File: src/rtl/vga_pkg.sv
// Shared VGA timing defaults (640x480 @ 60 Hz) and the per-axis phase encoding.
// Imported by the axis counter and the sync generator top.
package vga_pkg;

    localparam int unsigned DEF_H_VISIBLE = 640;
    localparam int unsigned DEF_H_FP      = 16;
    localparam int unsigned DEF_H_SYNC    = 96;
    localparam int unsigned DEF_H_BP      = 48;

    localparam int unsigned DEF_V_VISIBLE = 480;
    localparam int unsigned DEF_V_FP      = 10;
    localparam int unsigned DEF_V_SYNC    = 2;
    localparam int unsigned DEF_V_BP      = 33;

    localparam int unsigned DEF_H_TOTAL =
        DEF_H_VISIBLE + DEF_H_FP + DEF_H_SYNC + DEF_H_BP;
    localparam int unsigned DEF_V_TOTAL =
        DEF_V_VISIBLE + DEF_V_FP + DEF_V_SYNC + DEF_V_BP;

    localparam logic DEF_SYNC_ACTIVE = 1'b0;

    typedef enum logic [1:0] {
        VISIBLE,
        FRONT,
        SYNC,
        BACK
    } vga_phase_e;

endpackage

File: src/rtl/vga_axis_counter.sv
// One timing axis: wrapping position counter plus VISIBLE/FRONT/SYNC/BACK phase FSM.
// cnt/phase report the values taken on this edge so the top can register decodes in lockstep.
module vga_axis_counter
    import vga_pkg::*;
#(
    parameter int unsigned VIS    = DEF_H_VISIBLE,
    parameter int unsigned FP     = DEF_H_FP,
    parameter int unsigned SYNC_W = DEF_H_SYNC,
    parameter int unsigned BP     = DEF_H_BP,
    parameter int unsigned TOTAL  = VIS + FP + SYNC_W + BP,
    parameter int unsigned W      = $clog2(TOTAL)
) (
    input  logic         clk,
    input  logic         reset,
    input  logic         en,
    output logic [W-1:0] cnt,
    output vga_phase_e   phase,
    output logic         wrap
);

    localparam logic [W-1:0] LAST        = W'(TOTAL - 1);
    localparam logic [W-1:0] FRONT_START = W'(VIS);
    localparam logic [W-1:0] SYNC_START  = W'(VIS + FP);
    localparam logic [W-1:0] BACK_START  = W'(VIS + FP + SYNC_W);

    logic [W-1:0] cnt_q, cnt_d;
    vga_phase_e   phase_q, phase_d;

    assign wrap = en && (cnt_q == LAST);

    always_comb begin
        cnt_d = cnt_q;
        if (en) begin
            cnt_d = (cnt_q == LAST) ? '0 : cnt_q + 1'b1;
        end
    end

    // Each phase is left when the counter reaches the first position of the next one;
    // every porch and pulse is assumed to be at least one unit long.
    always_comb begin
        phase_d = phase_q;
        if (en) begin
            case (phase_q)
                VISIBLE: if (cnt_d == FRONT_START) phase_d = FRONT;
                FRONT:   if (cnt_d == SYNC_START)  phase_d = SYNC;
                SYNC:    if (cnt_d == BACK_START)  phase_d = BACK;
                BACK:    if (cnt_d == '0)          phase_d = VISIBLE;
                default:                           phase_d = BACK;
            endcase
        end
    end

    always_ff @(posedge clk or negedge reset) begin
        if (!reset) begin
            cnt_q   <= LAST;
            phase_q <= BACK;
        end else begin
            cnt_q   <= cnt_d;
            phase_q <= phase_d;
        end
    end

    assign cnt   = cnt_d;
    assign phase = phase_d;

endmodule

File: src/rtl/vga_sync_gen.sv
// VGA timing generator in the clk domain, advanced by the one-cycle pclk enable.
// Outputs are registered from next-state position so they move on the same edge as the counters.
module vga_sync_gen
    import vga_pkg::*;
#(
    parameter int unsigned H_VISIBLE   = DEF_H_VISIBLE,
    parameter int unsigned H_FP        = DEF_H_FP,
    parameter int unsigned H_SYNC      = DEF_H_SYNC,
    parameter int unsigned H_BP        = DEF_H_BP,
    parameter int unsigned V_VISIBLE   = DEF_V_VISIBLE,
    parameter int unsigned V_FP        = DEF_V_FP,
    parameter int unsigned V_SYNC      = DEF_V_SYNC,
    parameter int unsigned V_BP        = DEF_V_BP,
    parameter logic        SYNC_ACTIVE = DEF_SYNC_ACTIVE
) (
    input  logic       clk,
    input  logic       reset,
    input  logic       pclk,
    output logic       h_sync,
    output logic       v_sync,
    output logic       de,
    output logic [9:0] x_pixel,
    output logic [9:0] y_pixel,
    output logic       frame_start
);

    localparam int unsigned H_TOTAL = H_VISIBLE + H_FP + H_SYNC + H_BP;
    localparam int unsigned V_TOTAL = V_VISIBLE + V_FP + V_SYNC + V_BP;
    localparam int unsigned H_W     = $clog2(H_TOTAL);
    localparam int unsigned V_W     = $clog2(V_TOTAL);

    logic [H_W-1:0] h_cnt;
    logic [V_W-1:0] v_cnt;
    vga_phase_e     h_phase, v_phase;
    logic           h_wrap, v_wrap;
    logic           v_en;

    logic       h_sync_d, v_sync_d, de_d, frame_start_d;
    logic [9:0] x_pixel_d, y_pixel_d;

    assign v_en = pclk & h_wrap;

    vga_axis_counter #(
        .VIS    (H_VISIBLE),
        .FP     (H_FP),
        .SYNC_W (H_SYNC),
        .BP     (H_BP),
        .TOTAL  (H_TOTAL),
        .W      (H_W)
    ) u_h_axis (
        .clk   (clk),
        .reset (reset),
        .en    (pclk),
        .cnt   (h_cnt),
        .phase (h_phase),
        .wrap  (h_wrap)
    );

    vga_axis_counter #(
        .VIS    (V_VISIBLE),
        .FP     (V_FP),
        .SYNC_W (V_SYNC),
        .BP     (V_BP),
        .TOTAL  (V_TOTAL),
        .W      (V_W)
    ) u_v_axis (
        .clk   (clk),
        .reset (reset),
        .en    (v_en),
        .cnt   (v_cnt),
        .phase (v_phase),
        .wrap  (v_wrap)
    );

    // Decodes hold naturally while pclk is low because the next-state position is unchanged;
    // frame_start is the exception and must only fire on the tick that wraps both axes.
    always_comb begin
        h_sync_d      = (h_phase == SYNC) ? SYNC_ACTIVE : ~SYNC_ACTIVE;
        v_sync_d      = (v_phase == SYNC) ? SYNC_ACTIVE : ~SYNC_ACTIVE;
        de_d          = (h_phase == VISIBLE) && (v_phase == VISIBLE);
        x_pixel_d     = '0;
        y_pixel_d     = '0;
        if (de_d) begin
            x_pixel_d = 10'(h_cnt);
            y_pixel_d = 10'(v_cnt);
        end
        frame_start_d = h_wrap & v_wrap;
    end

    always_ff @(posedge clk or negedge reset) begin
        if (!reset) begin
            h_sync      <= ~SYNC_ACTIVE;
            v_sync      <= ~SYNC_ACTIVE;
            de          <= 1'b0;
            x_pixel     <= '0;
            y_pixel     <= '0;
            frame_start <= 1'b0;
        end else begin
            h_sync      <= h_sync_d;
            v_sync      <= v_sync_d;
            de          <= de_d;
            x_pixel     <= x_pixel_d;
            y_pixel     <= y_pixel_d;
            frame_start <= frame_start_d;
        end
    end

endmodule
File: config.mk
export PLATFORM = sky130hd
export DESIGN_NAME = vga_sync_gen
export DESIGN_NICKNAME = d
export VERILOG_FILES = /design/src/rtl/vga_pkg.sv /design/src/rtl/vga_axis_counter.sv /design/src/rtl/vga_sync_gen.sv
export SDC_FILE = /design/constraint.sdc
export NUM_CORES = 1
export LEC_CHECK = 0
export ABC_AREA = 0
export BUFFER_PORTS_ARGS = -buffer_cell sky130_fd_sc_hd__buf_4
export CAP_MARGIN = 20
export CORE_UTILIZATION = 61
export CTS_BUF_LIST = sky130_fd_sc_hd__clkbuf_8
export DETAILED_ROUTE_END_ITERATION = 10
export PLACE_DENSITY_LB_ADDON = 0.25
export SLEW_MARGIN = 20
export SYNTH_ARGS = -nofsm -noshare
export SYNTH_HDL_FRONTEND = slang
export SYNTH_SLANG_ARGS = --single-unit
export TNS_END_PERCENT = 10
File: constraint.sdc
create_clock -name clk -period 3.7 [get_ports clk]
set_input_delay 0.185 -clock clk [delete_from_list [all_inputs] [get_ports clk]]
set_output_delay 0.185 -clock clk [all_outputs]
set_load 0.02 [all_outputs]
======== Word-level counts from Yosys, hierarchy flattened ========
Index checks and enable logic that the tools add are counted.
storage, ports and cells
  register bits ........................... 48
  latch bits .............................. 0
  memory bits (writable) .................. 0
  ROM bits ................................ 0
  bits of input ports ..................... 3
  output and inout port bits .............. 24
  word-level logic and storage cells ...... 59
  memories kept ........................... 0
cells by class
  $add $sub $neg .......................... 2
  multiply operators ...................... 0
  div/mod/pow operators ................... 0
  magnitude comparators ................... 0
  equality and inequality tests ........... 16
  shifts and indexed selects .............. 0
  muxes and demuxes ....................... 20
  bitwise gates (word level) .............. 2
  reduce and logical (&&, ||, !) cells .... 9
operators with widths
  kind                   number
  $mux 10                6
  $eq 10x10->1 const B   5
  $eq 10x9->1 const B    3
  $add 10x1->10 const B  2
  $logic_not 10->1       2
  $mux 2                 10
  $pmux 2 s4             2
  $eq 2x2->1 const B     6
  $logic_not 2->1        4
  $eq 2x1->1 const B     2
  $logic_and 1x1->1      3
  $and 1x1->1            2
  $mux 1                 2

======== Logic depth before layout (Yosys ltp) ========
  word-level depth ........................ 11
  mapped depth ............................ 11
  gate-level depth less buffers ........... 9

======== By module ========
A second synthesis with hierarchy kept.
unflattened totals
  cell total of the unflattened synthesis .. 257
  area total of the unflattened synthesis .. 2580.0 µm²
modules (own cells, without submodules)
  module                       instances  cells each  area an instance (µm²)  seq. area each (µm²)
  vga_axis_counter (u_v_axis)  1          106         907.1                   306.5
  vga_axis_counter (u_h_axis)  1          100         885.8                   311.5
  vga_sync_gen                 1          51          787.0                   603.1

======== Least setup slack after synthesis ========
Ideal clock, no wire load.
  path kind ............................... reg2reg
  from .................................... reg u_h_axis.cnt_q[0]
  to ...................................... reg v_sync
  library setup time ...................... 0.086 ns
  arrival ................................. 2.880 ns
  required time ........................... 3.614 ns
  setup slack ............................. 0.734 ns
  stages on the path, launching flop included .. 9
  buffers on the path ..................... 0
  period minus slack after synthesis ...... 2.966 ns
  path through ............................ dfstp_2 ha_1 nand4_2 or4_4 or3_1 and2_4 or4_4 o31ai_1 nand3_1
on the way
  word-level cells in the longest chain between the ends .. 10
  elaborated cells between the ends (all ways) .. 16
  classes of those cells .................. eq/ne (5); mux (8); bitwise (1); reduce/logical (2)
ends and longest elaborated chain
  what                                       RTL line                RTL
  start: declaration                         vga_axis_counter.sv:26  logic [W-1:0] cnt_q, cnt_d;
  start signal: assignment                   vga_axis_counter.sv:58  cnt_q <= cnt_d;
  $eq 10x10->1 *                             vga_axis_counter.sv:29  assign wrap = en && (cnt_q == LAST);
  $logic_and 1x1->1 *                        vga_axis_counter.sv:29
  $and 1x1->1 *                              vga_sync_gen.sv:41      assign v_en = pclk & h_wrap;
  $mux 10                                    vga_axis_counter.sv:33  if (en) begin
  $eq 10x9->1, or another cell as far along  vga_axis_counter.sv:46  SYNC: if (cnt_d == BACK_START) phase_d = BACK;
  $mux 2 (on tied branches)                  -
  $pmux 2 s4                                 vga_axis_counter.sv:43  case (phase_q)
  $mux 2 *                                   vga_axis_counter.sv:42  if (en) begin
  $eq 2x2->1 *                               vga_sync_gen.sv:79      v_sync_d = (v_phase == SYNC) ? SYNC_ACTIVE : ~SYNC_ACTIVE;
  $mux 1 *                                   vga_sync_gen.sv:79
  net v_sync_d                               vga_sync_gen.sv:38      logic h_sync_d, v_sync_d, de_d, frame_start_d;
  end signal: assignment                     vga_sync_gen.sv:93      v_sync <= ~SYNC_ACTIVE;
  end signal: assignment                     vga_sync_gen.sv:100     v_sync <= v_sync_d;
  end: declaration                           vga_sync_gen.sv:20      output logic v_sync,
Mark *: on every way through the listed nets, which the timed path passes. The rest lies on a longest branch.

======== Worst setup path after layout ========
  from .................................... reg u_h_axis.cnt_q[0]
  to ...................................... reg y_pixel[7]
on the way
  word-level cells in the longest chain between the ends .. 11
  elaborated cells between the ends (all ways) .. 31
  classes of those cells .................. add/sub (1); eq/ne (7); mux (16); bitwise (1); reduce/logical (6)
ends and longest elaborated chain
  what                                                    RTL line             RTL
  branches (longest 10 deep; another with $add 10x1->10)  -
  $mux 10 *                                               vga_sync_gen.sv:83   if (de_d) begin
  net y_pixel_d[7]                                        vga_sync_gen.sv:39   logic [9:0] x_pixel_d, y_pixel_d;
  end signal: assignment                                  vga_sync_gen.sv:103  y_pixel <= y_pixel_d;
  end: declaration                                        vga_sync_gen.sv:23   output logic [9:0] y_pixel,
Mark *: on every way through the listed nets, which the timed path passes.

==> results.sh <==
export IMPL_status="completed"
export IMPL_ys_ff_latch=48
export IMPL_min_delay_start="pclk"
export IMPL_rows=23
export IMPL_setup_tns_final_ps=0
export IMPL_p_int_uw=967
export IMPL_ir_drop_uv=336
export IMPL_syn_num_nets=279
export IMPL_nets=303
export IMPL_htree_num_levels=2
export IMPL_synth_avg_cell_area_um2=9.94
export IMPL_cap_violations=0
export IMPL_routed_top_layer="met4"
export IMPL_antenna_found_initial=0
export IMPL_root_buffer="clkbuf_8"
export IMPL_clock_latency_ps=300
export IMPL_routed_wl_met2_mm=2.86
export IMPL_drc_errors=0
export IMPL_pwr_share_comb_pct=19.7
export IMPL_cts_resized=0
export IMPL_seq_power_share_pct=47.9
export IMPL_hold_path_class="in -> reg"
export IMPL_gp_congestion=0.960
export IMPL_muxShareOfSynthArea_pct=1.52
export IMPL_slew_headroom_pct=59.2
export IMPL_diodes=0
export IMPL_setup_worst_path_end_class="flop"
export IMPL_slew_viol_final=0
export IMPL_post_route_util_pct=73.8
export IMPL_rsz0062_at_grt="false"
export IMPL_clkPwrFrac_pct=32.4
export IMPL_slowest_stage="dfstp_2"
export IMPL_power_density_mw_per_mm2=444
export IMPL_ys_warn_count=0
export IMPL_r2r_slack_ps=320
export IMPL_path_max_fanout=16
export IMPL_die_area_mm2=0.00472
export IMPL_clock_sinks=48
export IMPL_core_mm2=0.00414
export IMPL_tightest_slew_ps=610
export IMPL_min_path_cells=3
export IMPL_synth_top_family_by_area="simple AND/OR/NAND/NOR gates"
export IMPL_wl_mm=6.25
export IMPL_clk_path_buf_depth=2
export IMPL_via_per_inst=6.50
export IMPL_min_period_ps=3380
export IMPL_worstHoldEndpoint="u_h_axis.cnt_q[2]$_DFF_PN1_"
export IMPL_areaGrowthSynthToFinish_pct=12.7
export IMPL_synthFlopType="dfrtp_1"
export IMPL_hold_viol=0
export IMPL_grt_overflow=0
export IMPL_leakage_uw=0.00134
export IMPL_reg2regPathDepth=9
export IMPL_final_period_utilization_pct=91.3
export IMPL_grt_use_total_pct=30.5
export IMPL_rr_startpoint="u_h_axis.cnt_q[0]$_DFF_PN1_"
export IMPL_hpwl_mm=4.44
export IMPL_fmax_mhz=296
export IMPL_synth_seq_area_share_pct=45.0
export IMPL_switching_share_pct=28.8
export IMPL_grt_start_max_net_pins=49
export IMPL_wl_per_cell_um=18.0
export IMPL_dr_pass1_iters=5
export IMPL_crit_chain="ha_1 > and4_1 > nand2_1 > or4b_1 > a22oi_1 > a41oi_1 > o21bai_1 > buf_12 > nor4b_1"
export IMPL_drt_iter0_markers=327
export IMPL_die_x_um=68.7
export IMPL_route_vias_total=2262
export IMPL_worstReg2RegEnd="y_pixel[7]$_DFF_PN0_"
export IMPL_setup_violations=0
export IMPL_cp_slowest_stage_delay_ps=570
export IMPL_fin_skew_ps=5.75
export IMPL_initial_core_util_pct=65.5
export IMPL_drive_gt1_share_pct=25.2
export IMPL_synth_compound_area_share_pct=12.6
export IMPL_clk_pin_slew_ps=90
export IMPL_die_height_um=68.7
export IMPL_port_buffer_count=26
export IMPL_grt_pass1_wl_mm=10.4
export IMPL_synthAdderAreaFrac_pct=1.38
export IMPL_start_kind="flop"
export IMPL_path_class="reg -> reg"
export IMPL_async_flop_share_pct=100
export IMPL_wl_met1_mm=2.85
export IMPL_synth_xor_area_share_pct=3.55
export IMPL_grt_pass1_vias=2062
export IMPL_netlist_area_mm2=0.00271
export IMPL_synthSimpleGateAreaFrac_pct=28.0
export IMPL_power_switching_uw=392
export IMPL_cts_tree="built"
export IMPL_pin_count=27
export IMPL_postSynthCellCount=273
export IMPL_design_power_total_uw=1360
export IMPL_synth_edff_count=0
export IMPL_critPathArrivalTime_ps=3570
export IMPL_wl_met3_um=473
export IMPL_numCtsBuffers=5
export IMPL_ant_nets=0
export IMPL_crit_required_ps=3900
export IMPL_synth_distinct_cells=66
[final cells by class]
cell class	instances	area, um2
timing repair buffer	38	300
clock buffer	5	68.8
tap	50	62.6
fill	279	1090
inverter	17	63.8
multi-input combinational	187	1280
sequential	48	1220
clock inverter	3	63.8
[per-layer routing]
| layer | vias to the layer above | track usage (%) |
|---|---|---|
| met5 | - | 0 |
| met4 | 0 | 11.7 |
| met3 | 8 | 5.26 |
| met2 | 109 | 44.2 |
| li1 | 1050 | - |
| met1 | 1095 | 45.2 |
[power groups by stage]
stage | logic [uW] | clock network, uW | registers [uW]
6_report | 267 | 441 | 651
3_5_place_dp | 263 | 0 | 658
4_1_cts | 267 | 446 | 649
2_1_floorplan | 252 | 0 | 610
5_1_grt | 300 | 463 | 660
3_3_place_gp | 259 | 0 | 656
[cells in the mapped netlist (7+ instances only)]
| cell | number | area share (%) |
|---|---|---|
| buf_2 | 8 | 1.5 |
| dfrtp_1 | 32 | 30 |
| dfstp_2 | 16 | 15 |
| inv_1 | 17 | 2.4 |
| nand2_1 | 22 | 3.0 |
| nand3_1 | 12 | 2.2 |
| nand4_1 | 7 | 1.6 |
| nor2_1 | 11 | 1.5 |
| nor3_1 | 11 | 2.0 |
| nor4_1 | 15 | 3.5 |
| o21ai_0 | 7 | 1.3 |
[cell usage in the layout, fill, tap and decap left out, types with 7 or more instances in the layout]
master	n
dfstp_2	16
nand3_1	12
o21ai_0	7
dfrtp_1	32
nand2_1	22
buf_4	36
inv_1	18
nor2_1	11
nand4_1	7
nor4_1	15
nor3_1	11
[what timing repair did]
item | 4_1_cts | 5_1_grt
hold endpoints to repair | 32 | 0
buffers inserted | 0 | 0
hold buffers | 1 | 0
[registers in the layout (all words and copies together), names as in the netlist]
signal	count
v_sync	1
de	1
frame_start	1
u_v_axis.cnt_q	10
h_sync	1
u_h_axis.cnt_q	10
u_h_axis.phase_q	2
y_pixel	10
x_pixel	10
u_v_axis.phase_q	2
[how the worst max path moves through the flow]
| stage | slack (ps) | cells past startpoint | start | end |
|---|---|---|---|---|
| finish | 320 | 9 | u_h_axis.cnt_q[0]$_DFF_PN1_ | y_pixel[7]$_DFF_PN0_ |
| detailed placement | 390 | 9 | u_h_axis.cnt_q[0]$_DFF_PN1_ | y_pixel[4]$_DFF_PN0_ |
| global placement | 510 | 9 | u_h_axis.cnt_q[0]$_DFF_PN1_ | x_pixel[5]$_DFF_PN0_ |
| floorplan | 730 | 8 | u_h_axis.cnt_q[0]$_DFF_PN1_ | v_sync$_DFF_PN1_ |
| CTS | 360 | 9 | u_h_axis.cnt_q[0]$_DFF_PN1_ | y_pixel[7]$_DFF_PN0_ |
| global route | 90 | 9 | u_h_axis.cnt_q[0]$_DFF_PN1_ | y_pixel[7]$_DFF_PN0_ |
[kinds of logic after synthesis]
kind of cell / count (synthesis)
buffers and inverters: 38
multiplexers: 4
AO/OA/AOI/OAI: 48
AND/OR/NAND/NOR: 121
flip-flops: 48
adder cells (fa/ha/maj): 3
XOR/XNOR: 11
[through the flow]
stage | hold slack (ps) | setup slack (ps) | cell area (um2) | instances
floorplan | -111 | 734 | 2710 | 273
finish | 199 | 323 | 3060 | 348
detailed placement | 226 | 387 | 2920 | 339
global route | 209 | 87.8 | 3060 | 348
global placement | 216 | 512 | 2920 | 339
CTS | 193 | 357 | 3060 | 348
[worst max-delay path: cells and delay by family, from the launching register on]
kind | cells | cell delay [ps]
buffers and inverters | 1 | 230
AOI/OAI and AO/OA | 3 | 790
and+or+nand+nor | 4 | 1380
adders and majority gates | 1 | 280
DFF | 1 | 570
(Power assumes the default switching activity.)
